--- config.mk ---
export PLATFORM = sky130hd
export DESIGN_NAME = reorder_buffer_flat
export DESIGN_NICKNAME = d
export VERILOG_FILES = /design/src/rtl/reorder_buffer_if.sv /design/src/rtl/reorder_buffer.sv /design/src/flat_wrapper.sv
export SDC_FILE = /design/constraint.sdc
export NUM_CORES = 2
export LEC_CHECK = 0
export BUFFER_PORTS_ARGS = -buffer_cell sky130_fd_sc_hd__buf_4
export CAP_MARGIN = 20
export CORE_MARGIN = 5
export CORE_UTILIZATION = 55
export DETAILED_ROUTE_END_ITERATION = 10
export PLACE_DENSITY_LB_ADDON = 0.25
export SLEW_MARGIN = 20
export SYNTH_ARGS = -nofsm -noshare
export SYNTH_HDL_FRONTEND = slang
export SYNTH_SLANG_ARGS = --single-unit
--- constraint.sdc ---
create_clock -name clk_in -period 13.3 [get_ports clk_in]
set_input_delay 2.66 -clock clk_in [delete_from_list [all_inputs] [get_ports clk_in]]
set_output_delay 2.66 -clock clk_in [all_outputs]
set_load 0.02 [all_outputs]
--- src/rtl/reorder_buffer_if.sv ---
// Dispatch, CDB, operand-lookup, commit and flush signals of the reorder buffer.
// The ROB binds to the slave modport; the surrounding core binds to master.
interface reorder_buffer_if #(
    parameter int ROB_WIDTH  = 4,
    parameter int REG_WIDTH  = 5,
    parameter int DATA_WIDTH = 32
);
    logic                  rdy_in;

    logic                  rdy_dp_in;
    logic                  has_dest_dp_in;
    logic [REG_WIDTH-1:0]  dest_dp_in;
    logic                  is_branch_dp_in;
    logic                  pred_taken_dp_in;
    logic [ROB_WIDTH-1:0]  rob_id_dp_out;
    logic                  full_out;

    logic [ROB_WIDTH-1:0]  q1_id_in;
    logic [ROB_WIDTH-1:0]  q2_id_in;
    logic                  q1_ready_out;
    logic                  q2_ready_out;
    logic [DATA_WIDTH-1:0] q1_val_out;
    logic [DATA_WIDTH-1:0] q2_val_out;

    logic                  rdy_cdb_in;
    logic [ROB_WIDTH-1:0]  rob_id_cdb_in;
    logic [DATA_WIDTH-1:0] value_cdb_in;
    logic                  taken_cdb_in;
    logic [DATA_WIDTH-1:0] target_cdb_in;

    logic                  rdy_commit_out;
    logic [REG_WIDTH-1:0]  dest_out;
    logic [DATA_WIDTH-1:0] value_out;
    logic [ROB_WIDTH-1:0]  rob_id_out;
    logic                  refresh_out;
    logic [DATA_WIDTH-1:0] pc_out;

    modport master (
        output rdy_in,
        output rdy_dp_in, has_dest_dp_in, dest_dp_in, is_branch_dp_in, pred_taken_dp_in,
        input  rob_id_dp_out, full_out,
        output q1_id_in, q2_id_in,
        input  q1_ready_out, q2_ready_out, q1_val_out, q2_val_out,
        output rdy_cdb_in, rob_id_cdb_in, value_cdb_in, taken_cdb_in, target_cdb_in,
        input  rdy_commit_out, dest_out, value_out, rob_id_out, refresh_out, pc_out
    );

    modport slave (
        input  rdy_in,
        input  rdy_dp_in, has_dest_dp_in, dest_dp_in, is_branch_dp_in, pred_taken_dp_in,
        output rob_id_dp_out, full_out,
        input  q1_id_in, q2_id_in,
        output q1_ready_out, q2_ready_out, q1_val_out, q2_val_out,
        input  rdy_cdb_in, rob_id_cdb_in, value_cdb_in, taken_cdb_in, target_cdb_in,
        output rdy_commit_out, dest_out, value_out, rob_id_out, refresh_out, pc_out
    );
endinterface

--- src/rtl/reorder_buffer.sv ---
// Circular reorder buffer: in-order allocation, CDB result capture, in-order
// retirement into the register file and mispredict flush.
module reorder_buffer #(
    parameter int ROB_WIDTH  = 4,
    parameter int REG_WIDTH  = 5,
    parameter int DATA_WIDTH = 32
) (
    input logic             clk_in,
    input logic             rst_in,
    reorder_buffer_if.slave bus
);
    localparam int DEPTH = 1 << ROB_WIDTH;
    localparam logic [ROB_WIDTH:0] FULL_CNT = (ROB_WIDTH + 1)'(DEPTH);

    // Entry control state (reset) and entry payload (not reset)
    logic [DEPTH-1:0]      busy;
    logic [DEPTH-1:0]      ready;
    logic [DEPTH-1:0]      has_dest;
    logic [DEPTH-1:0]      is_branch;
    logic [DEPTH-1:0]      pred_taken;
    logic [DEPTH-1:0]      taken;
    logic [REG_WIDTH-1:0]  dest   [DEPTH];
    logic [DATA_WIDTH-1:0] value  [DEPTH];
    logic [DATA_WIDTH-1:0] target [DEPTH];

    logic [ROB_WIDTH-1:0]  head;
    logic [ROB_WIDTH-1:0]  tail;
    logic [ROB_WIDTH:0]    count;

    logic                  commit_p1;
    logic [REG_WIDTH-1:0]  dest_p1;
    logic [DATA_WIDTH-1:0] value_p1;
    logic [ROB_WIDTH-1:0]  rob_id_p1;
    logic                  refresh_p1;
    logic [DATA_WIDTH-1:0] pc_p1;

    logic full;
    logic do_commit;
    logic mispredict;
    logic do_alloc;
    logic cdb_wr;
    logic q1_hit;
    logic q2_hit;

    // x0 is hardwired to zero, so a commit to it never carries a value
    function automatic logic [DATA_WIDTH-1:0] commit_value(
        input logic [REG_WIDTH-1:0]  rd,
        input logic [DATA_WIDTH-1:0] val
    );
        return (rd == '0) ? '0 : val;
    endfunction

    always_comb begin
        full       = (count == FULL_CNT);
        do_commit  = (count != '0) && ready[head] && !refresh_p1;
        mispredict = do_commit && is_branch[head] && (taken[head] != pred_taken[head]);
        do_alloc   = bus.rdy_dp_in && !full && !refresh_p1 && !mispredict;
        cdb_wr     = bus.rdy_cdb_in && busy[bus.rob_id_cdb_in] && !refresh_p1 && !mispredict;
    end

    // Operand lookup with same-cycle CDB bypass
    always_comb begin
        q1_hit = bus.rdy_cdb_in && (bus.rob_id_cdb_in == bus.q1_id_in);
        q2_hit = bus.rdy_cdb_in && (bus.rob_id_cdb_in == bus.q2_id_in);
    end

    assign bus.q1_ready_out = q1_hit || ready[bus.q1_id_in];
    assign bus.q2_ready_out = q2_hit || ready[bus.q2_id_in];
    assign bus.q1_val_out   = q1_hit ? bus.value_cdb_in : value[bus.q1_id_in];
    assign bus.q2_val_out   = q2_hit ? bus.value_cdb_in : value[bus.q2_id_in];

    assign bus.full_out      = full;
    assign bus.rob_id_dp_out = tail;

    // Control state, pointers and the registered commit/flush outputs
    always_ff @(posedge clk_in) begin
        if (rst_in) begin
            head       <= '0;
            tail       <= '0;
            count      <= '0;
            busy       <= '0;
            ready      <= '0;
            commit_p1  <= 1'b0;
            refresh_p1 <= 1'b0;
            dest_p1    <= '0;
            value_p1   <= '0;
            rob_id_p1  <= '0;
            pc_p1      <= '0;
        end else if (bus.rdy_in) begin
            commit_p1  <= do_commit && has_dest[head];
            refresh_p1 <= mispredict;
            if (do_commit) begin
                dest_p1   <= dest[head];
                value_p1  <= commit_value(dest[head], value[head]);
                rob_id_p1 <= head;
            end
            if (mispredict) begin
                pc_p1 <= target[head];
                busy  <= '0;
                ready <= '0;
                head  <= '0;
                tail  <= '0;
                count <= '0;
            end else begin
                if (cdb_wr) begin
                    ready[bus.rob_id_cdb_in] <= 1'b1;
                end
                // Freeing the head comes after the CDB write so it wins on a collision
                if (do_commit) begin
                    busy[head]  <= 1'b0;
                    ready[head] <= 1'b0;
                    head        <= head + 1'b1;
                end
                if (do_alloc) begin
                    busy[tail]  <= 1'b1;
                    ready[tail] <= 1'b0;
                    tail        <= tail + 1'b1;
                end
                if (do_alloc && !do_commit) begin
                    count <= count + 1'b1;
                end else if (!do_alloc && do_commit) begin
                    count <= count - 1'b1;
                end
            end
        end
    end

    // Entry payload; meaningful only while the matching busy bit is set
    always_ff @(posedge clk_in) begin
        if (!rst_in && bus.rdy_in) begin
            if (do_alloc) begin
                has_dest[tail]   <= bus.has_dest_dp_in;
                dest[tail]       <= bus.dest_dp_in;
                is_branch[tail]  <= bus.is_branch_dp_in;
                pred_taken[tail] <= bus.pred_taken_dp_in;
            end
            if (cdb_wr) begin
                value[bus.rob_id_cdb_in]  <= bus.value_cdb_in;
                taken[bus.rob_id_cdb_in]  <= bus.taken_cdb_in;
                target[bus.rob_id_cdb_in] <= bus.target_cdb_in;
            end
        end
    end

    assign bus.rdy_commit_out = commit_p1;
    assign bus.dest_out       = dest_p1;
    assign bus.value_out      = value_p1;
    assign bus.rob_id_out     = rob_id_p1;
    assign bus.refresh_out    = refresh_p1;
    assign bus.pc_out         = pc_p1;

endmodule

--- src/flat_wrapper.sv ---
// flat-port wrapper written by rule: the top's interface ports become plain ports
module reorder_buffer_flat 
#(
    parameter int ROB_WIDTH  = 4,
    parameter int REG_WIDTH  = 5,
    parameter int DATA_WIDTH = 32
)
  (clk_in, rst_in, bus_rdy_in, bus_rdy_dp_in, bus_has_dest_dp_in, bus_dest_dp_in, bus_is_branch_dp_in, bus_pred_taken_dp_in, bus_rob_id_dp_out, bus_full_out, bus_q1_id_in, bus_q2_id_in, bus_q1_ready_out, bus_q2_ready_out, bus_q1_val_out, bus_q2_val_out, bus_rdy_cdb_in, bus_rob_id_cdb_in, bus_value_cdb_in, bus_taken_cdb_in, bus_target_cdb_in, bus_rdy_commit_out, bus_dest_out, bus_value_out, bus_rob_id_out, bus_refresh_out, bus_pc_out);
  reorder_buffer_if #(.ROB_WIDTH(ROB_WIDTH), .REG_WIDTH(REG_WIDTH), .DATA_WIDTH(DATA_WIDTH)) bus_i ();
  input logic clk_in;
  input logic rst_in;
  input wire logic [$bits(bus_i.rdy_in)-1:0] bus_rdy_in;
  input wire logic [$bits(bus_i.rdy_dp_in)-1:0] bus_rdy_dp_in;
  input wire logic [$bits(bus_i.has_dest_dp_in)-1:0] bus_has_dest_dp_in;
  input wire logic [$bits(bus_i.dest_dp_in)-1:0] bus_dest_dp_in;
  input wire logic [$bits(bus_i.is_branch_dp_in)-1:0] bus_is_branch_dp_in;
  input wire logic [$bits(bus_i.pred_taken_dp_in)-1:0] bus_pred_taken_dp_in;
  output wire logic [$bits(bus_i.rob_id_dp_out)-1:0] bus_rob_id_dp_out;
  output wire logic [$bits(bus_i.full_out)-1:0] bus_full_out;
  input wire logic [$bits(bus_i.q1_id_in)-1:0] bus_q1_id_in;
  input wire logic [$bits(bus_i.q2_id_in)-1:0] bus_q2_id_in;
  output wire logic [$bits(bus_i.q1_ready_out)-1:0] bus_q1_ready_out;
  output wire logic [$bits(bus_i.q2_ready_out)-1:0] bus_q2_ready_out;
  output wire logic [$bits(bus_i.q1_val_out)-1:0] bus_q1_val_out;
  output wire logic [$bits(bus_i.q2_val_out)-1:0] bus_q2_val_out;
  input wire logic [$bits(bus_i.rdy_cdb_in)-1:0] bus_rdy_cdb_in;
  input wire logic [$bits(bus_i.rob_id_cdb_in)-1:0] bus_rob_id_cdb_in;
  input wire logic [$bits(bus_i.value_cdb_in)-1:0] bus_value_cdb_in;
  input wire logic [$bits(bus_i.taken_cdb_in)-1:0] bus_taken_cdb_in;
  input wire logic [$bits(bus_i.target_cdb_in)-1:0] bus_target_cdb_in;
  output wire logic [$bits(bus_i.rdy_commit_out)-1:0] bus_rdy_commit_out;
  output wire logic [$bits(bus_i.dest_out)-1:0] bus_dest_out;
  output wire logic [$bits(bus_i.value_out)-1:0] bus_value_out;
  output wire logic [$bits(bus_i.rob_id_out)-1:0] bus_rob_id_out;
  output wire logic [$bits(bus_i.refresh_out)-1:0] bus_refresh_out;
  output wire logic [$bits(bus_i.pc_out)-1:0] bus_pc_out;
  assign bus_i.rdy_in = bus_rdy_in;
  assign bus_i.rdy_dp_in = bus_rdy_dp_in;
  assign bus_i.has_dest_dp_in = bus_has_dest_dp_in;
  assign bus_i.dest_dp_in = bus_dest_dp_in;
  assign bus_i.is_branch_dp_in = bus_is_branch_dp_in;
  assign bus_i.pred_taken_dp_in = bus_pred_taken_dp_in;
  assign bus_rob_id_dp_out = bus_i.rob_id_dp_out;
  assign bus_full_out = bus_i.full_out;
  assign bus_i.q1_id_in = bus_q1_id_in;
  assign bus_i.q2_id_in = bus_q2_id_in;
  assign bus_q1_ready_out = bus_i.q1_ready_out;
  assign bus_q2_ready_out = bus_i.q2_ready_out;
  assign bus_q1_val_out = bus_i.q1_val_out;
  assign bus_q2_val_out = bus_i.q2_val_out;
  assign bus_i.rdy_cdb_in = bus_rdy_cdb_in;
  assign bus_i.rob_id_cdb_in = bus_rob_id_cdb_in;
  assign bus_i.value_cdb_in = bus_value_cdb_in;
  assign bus_i.taken_cdb_in = bus_taken_cdb_in;
  assign bus_i.target_cdb_in = bus_target_cdb_in;
  assign bus_rdy_commit_out = bus_i.rdy_commit_out;
  assign bus_dest_out = bus_i.dest_out;
  assign bus_value_out = bus_i.value_out;
  assign bus_rob_id_out = bus_i.rob_id_out;
  assign bus_refresh_out = bus_i.refresh_out;
  assign bus_pc_out = bus_i.pc_out;
  reorder_buffer #(.ROB_WIDTH(ROB_WIDTH), .REG_WIDTH(REG_WIDTH), .DATA_WIDTH(DATA_WIDTH)) u_core (.clk_in(clk_in), .rst_in(rst_in), .bus(bus_i));
endmodule
==> metrics <==
drt wl/cell 34.3 um; Worst Hold Launch u_core.bus.pc_out[5]$_SDFFE_PP0P_; worst min path class flip-flop to flip-flop; Synth Warn # 0; GPL Wtd Cong 0.914; VDD IR max 0.000109 V; RSZ-0062 raised after global routing no; Hold Slack 453 ps; initial antenna violation count 5; Detailed Route WL 154 mm; main combinational cell family by area after synthesis multiplexers; detailed placement HPWL 84.7 mm; Num CTS Buffers 135; GRT Total Usage 27.6%; global-route wire length before repair 226 mm; Std-Cell Core Area 0.105 sq mm; Data arrival, critical path 5760 ps; Worst R2R Path Depth 10; share of the synthesized area in the top cell type 60.5%; global routing usage on met2 45.4%; grt peak-use layer met2; multiplexer share of the synthesized area 28.6%; H-tree depth 4; Port Buffers 235; number of flops mapped to enable cells by yosys 1,168; final core occ 62.6%; residual DRC count 0; root buffer cell clkbuf_16; status complete, no violations; Worst Setup SP bus_q1_id_in[0]; leading area contributor after synthesis edfxtp_1; vias in the first global route 32,700; period utilization 63.3%; Tmin final 8420 ps; share of layout cells above drive strength 1 42.6%; most frequent cells in the layout edfxtp_1, mux4_2, buf_4; Syn Nets 2,868; hold path depth 2; global route total overflow 0; Setup crit end kind output port; initial core utilization 55.2%; Vias per Instance 7.03; commonest non-fill, non-tap cell in the layout edfxtp_1; I/O pin count 236; Via Count 31,600; CTS resizes 0; skew final 29.7 ps; critical path peak fanout 60; synthesized instance count 2,764; CTS tree built; register area share after synthesis 64.8%; FFs w/ async S/R, synth 0%; Slew HR 19.5%; ys flop type edfxtp_1; Synth cell types 60; Leak 20.3 nW; met1 Use GR 38.2%; largest net degree at the start of global routing 77; fin nets 3,089; count of final setup violators 0; startpoint types input port; Post-Synth Simple-Gate Area 2.10%; Die Width 335 um; XOR/XNOR share of the synthesized area 0.214%; type of the worst setup path input port to output port; antenna violation net count after detailed routing 0; Hold Vio Cnt, Final 0; met3 usage 6.11%; FF-to-FF Start u_core.head[0]$_SDFFE_PP0P_; FP Rows 119; Max-Cap Viols 0; Worst-Margin Slew 1200 ps; CTS Sinks 1,292; initial drt markers 3,922; post-synthesis adder-cell area fraction 0.315%; fmax 0.119 GHz; TNS Setup 0 ps; Slew Viols, Final 0; Worst-path clk slew 50 ps; drt first pass iters 6; Compound-Gate Fraction of Synth Area 2.23%; mapped cell area 0.0580 sq mm; synth top area cells edfxtp_1, mux4_2, dfxtp_1; Hold Buf Count CTS 0; Skew-Pair Late Insertion Delay 750 ps; Avg Inst Size Synth 21.0 sq um; postcts setup bufs 0; Clock Path Buffers 3; height of the die 335 um; synthesized flop and latch total 1,292; pwr dens 131 mW/mm^2; Total Power 8.61 mW; Area growth syn-to-layout 13.4%; die area 0.112 sq mm; layout filler cell count 7,052; CP Data Required Time 10,640 ps
## logic make-up after synthesis
family	after synthesis
buffers and inverters	236
multiplexers	770
AND/OR/NAND/NOR	258
XOR/XNOR	12
flip-flops	1292
adder cells (fa/ha/maj)	14
AO/OA/AOI/OAI	182
## state kept, by name, indices dropped and copies added (netlist names), 16 cells and up, named ones only
name,flops
u_core.target,512
u_core.value,512
u_core.dest,80
u_core.bus.pc_out,32
u_core.bus.value_out,32
u_core.busy,16
u_core.has_dest,16
u_core.is_branch,16
u_core.pred_taken,16
u_core.ready,16
u_core.taken,16
## routing by layer
metal | vias up | share of wire (%)
met5 | - | 0.0084
met4 | 2 | 2.7
met3 | 290 | 9.8
met2 | 1893 | 50
met1 | 16900 | 37
li1 | 12500 | -
## power breakdown
| part | total (mW) | switching [mW] | internal (mW) |
|---|---|---|---|
| Clock | 3.76 | 1.59 | 2.17 |
| Combinational | 0.422 | 0.240 | 0.182 |
| Sequential | 4.43 | 0.00464 | 4.42 |
| Total | 8.61 | 1.84 | 6.77 |
## path summary, 6_finish.rpt
| path | endpoint | slack (ps) |
|---|---|---|
| setup / recovery | bus_q1_val_out[31] | 4880 |
| hold / removal | u_core.bus.pc_out[5]$_SDFFE_PP0P_ | 450 |
| setup reg to reg | u_core.target[11][6]$_DFFE_PP_ | 6980 |
| hold reg to reg | u_core.bus.pc_out[5]$_SDFFE_PP0P_ | 450 |
## area by class of cell
type                    instances  area (sq um)  share of cell area (%)
inverters                      18          72.6                   0.110
diodes                          5          12.5                  0.0190
flip-flops and latches       1292         37600                    57.2
multi-input cells            1236         19500                    29.7
well taps                    1391          1740                    2.65
clock inverters                78           806                    1.23
repair buffers                302          2340                    3.56
clock buffers                 171          3630                    5.53
## stage by stage
stage	area, sq um	std cells	setup slack [ps]
2_1_floorplan	58000	2764	2640
3_3_place_gp	61200	4237	4810
3_5_place_dp	61200	4237	4770
4_1_cts	65600	4486	4770
5_1_grt	65700	4491	4620
6_report	65700	4493	4880
## critical path, cell delays in order
cell      delay (ps)
clkbuf_8         630
buf_4            810
mux4_2           620
mux4_2           530
mux2_2           310
buf_4            160
## synthesized netlist by cell type (3+ instances only)
master	n
a21o_1	5
a21oi_1	59
a22o_1	31
a22oi_1	6
a311o_1	3
a31o_2	3
a31oi_1	10
a32o_1	11
and2_1	17
and3_1	8
buf_1	31
buf_2	53
buf_6	6
clkbuf_1	125
dfxtp_1	124
edfxtp_1	1168
ha_1	13
inv_1	15
mux2_2	64
mux2i_1	4
mux4_2	702
nand2_1	127
nand2_2	3
nand2b_1	5
nand3_1	24
nand4_1	10
nor2_1	26
nor2b_1	4
nor3_1	5
nor4_1	11
o21ai_0	15
o221a_2	4
o221ai_1	10
o22ai_1	10
o2bb2ai_1	4
or2_2	4
or4_1	7
xnor2_1	4
xor2_1	7
Power figures use the tool's default switching activity.
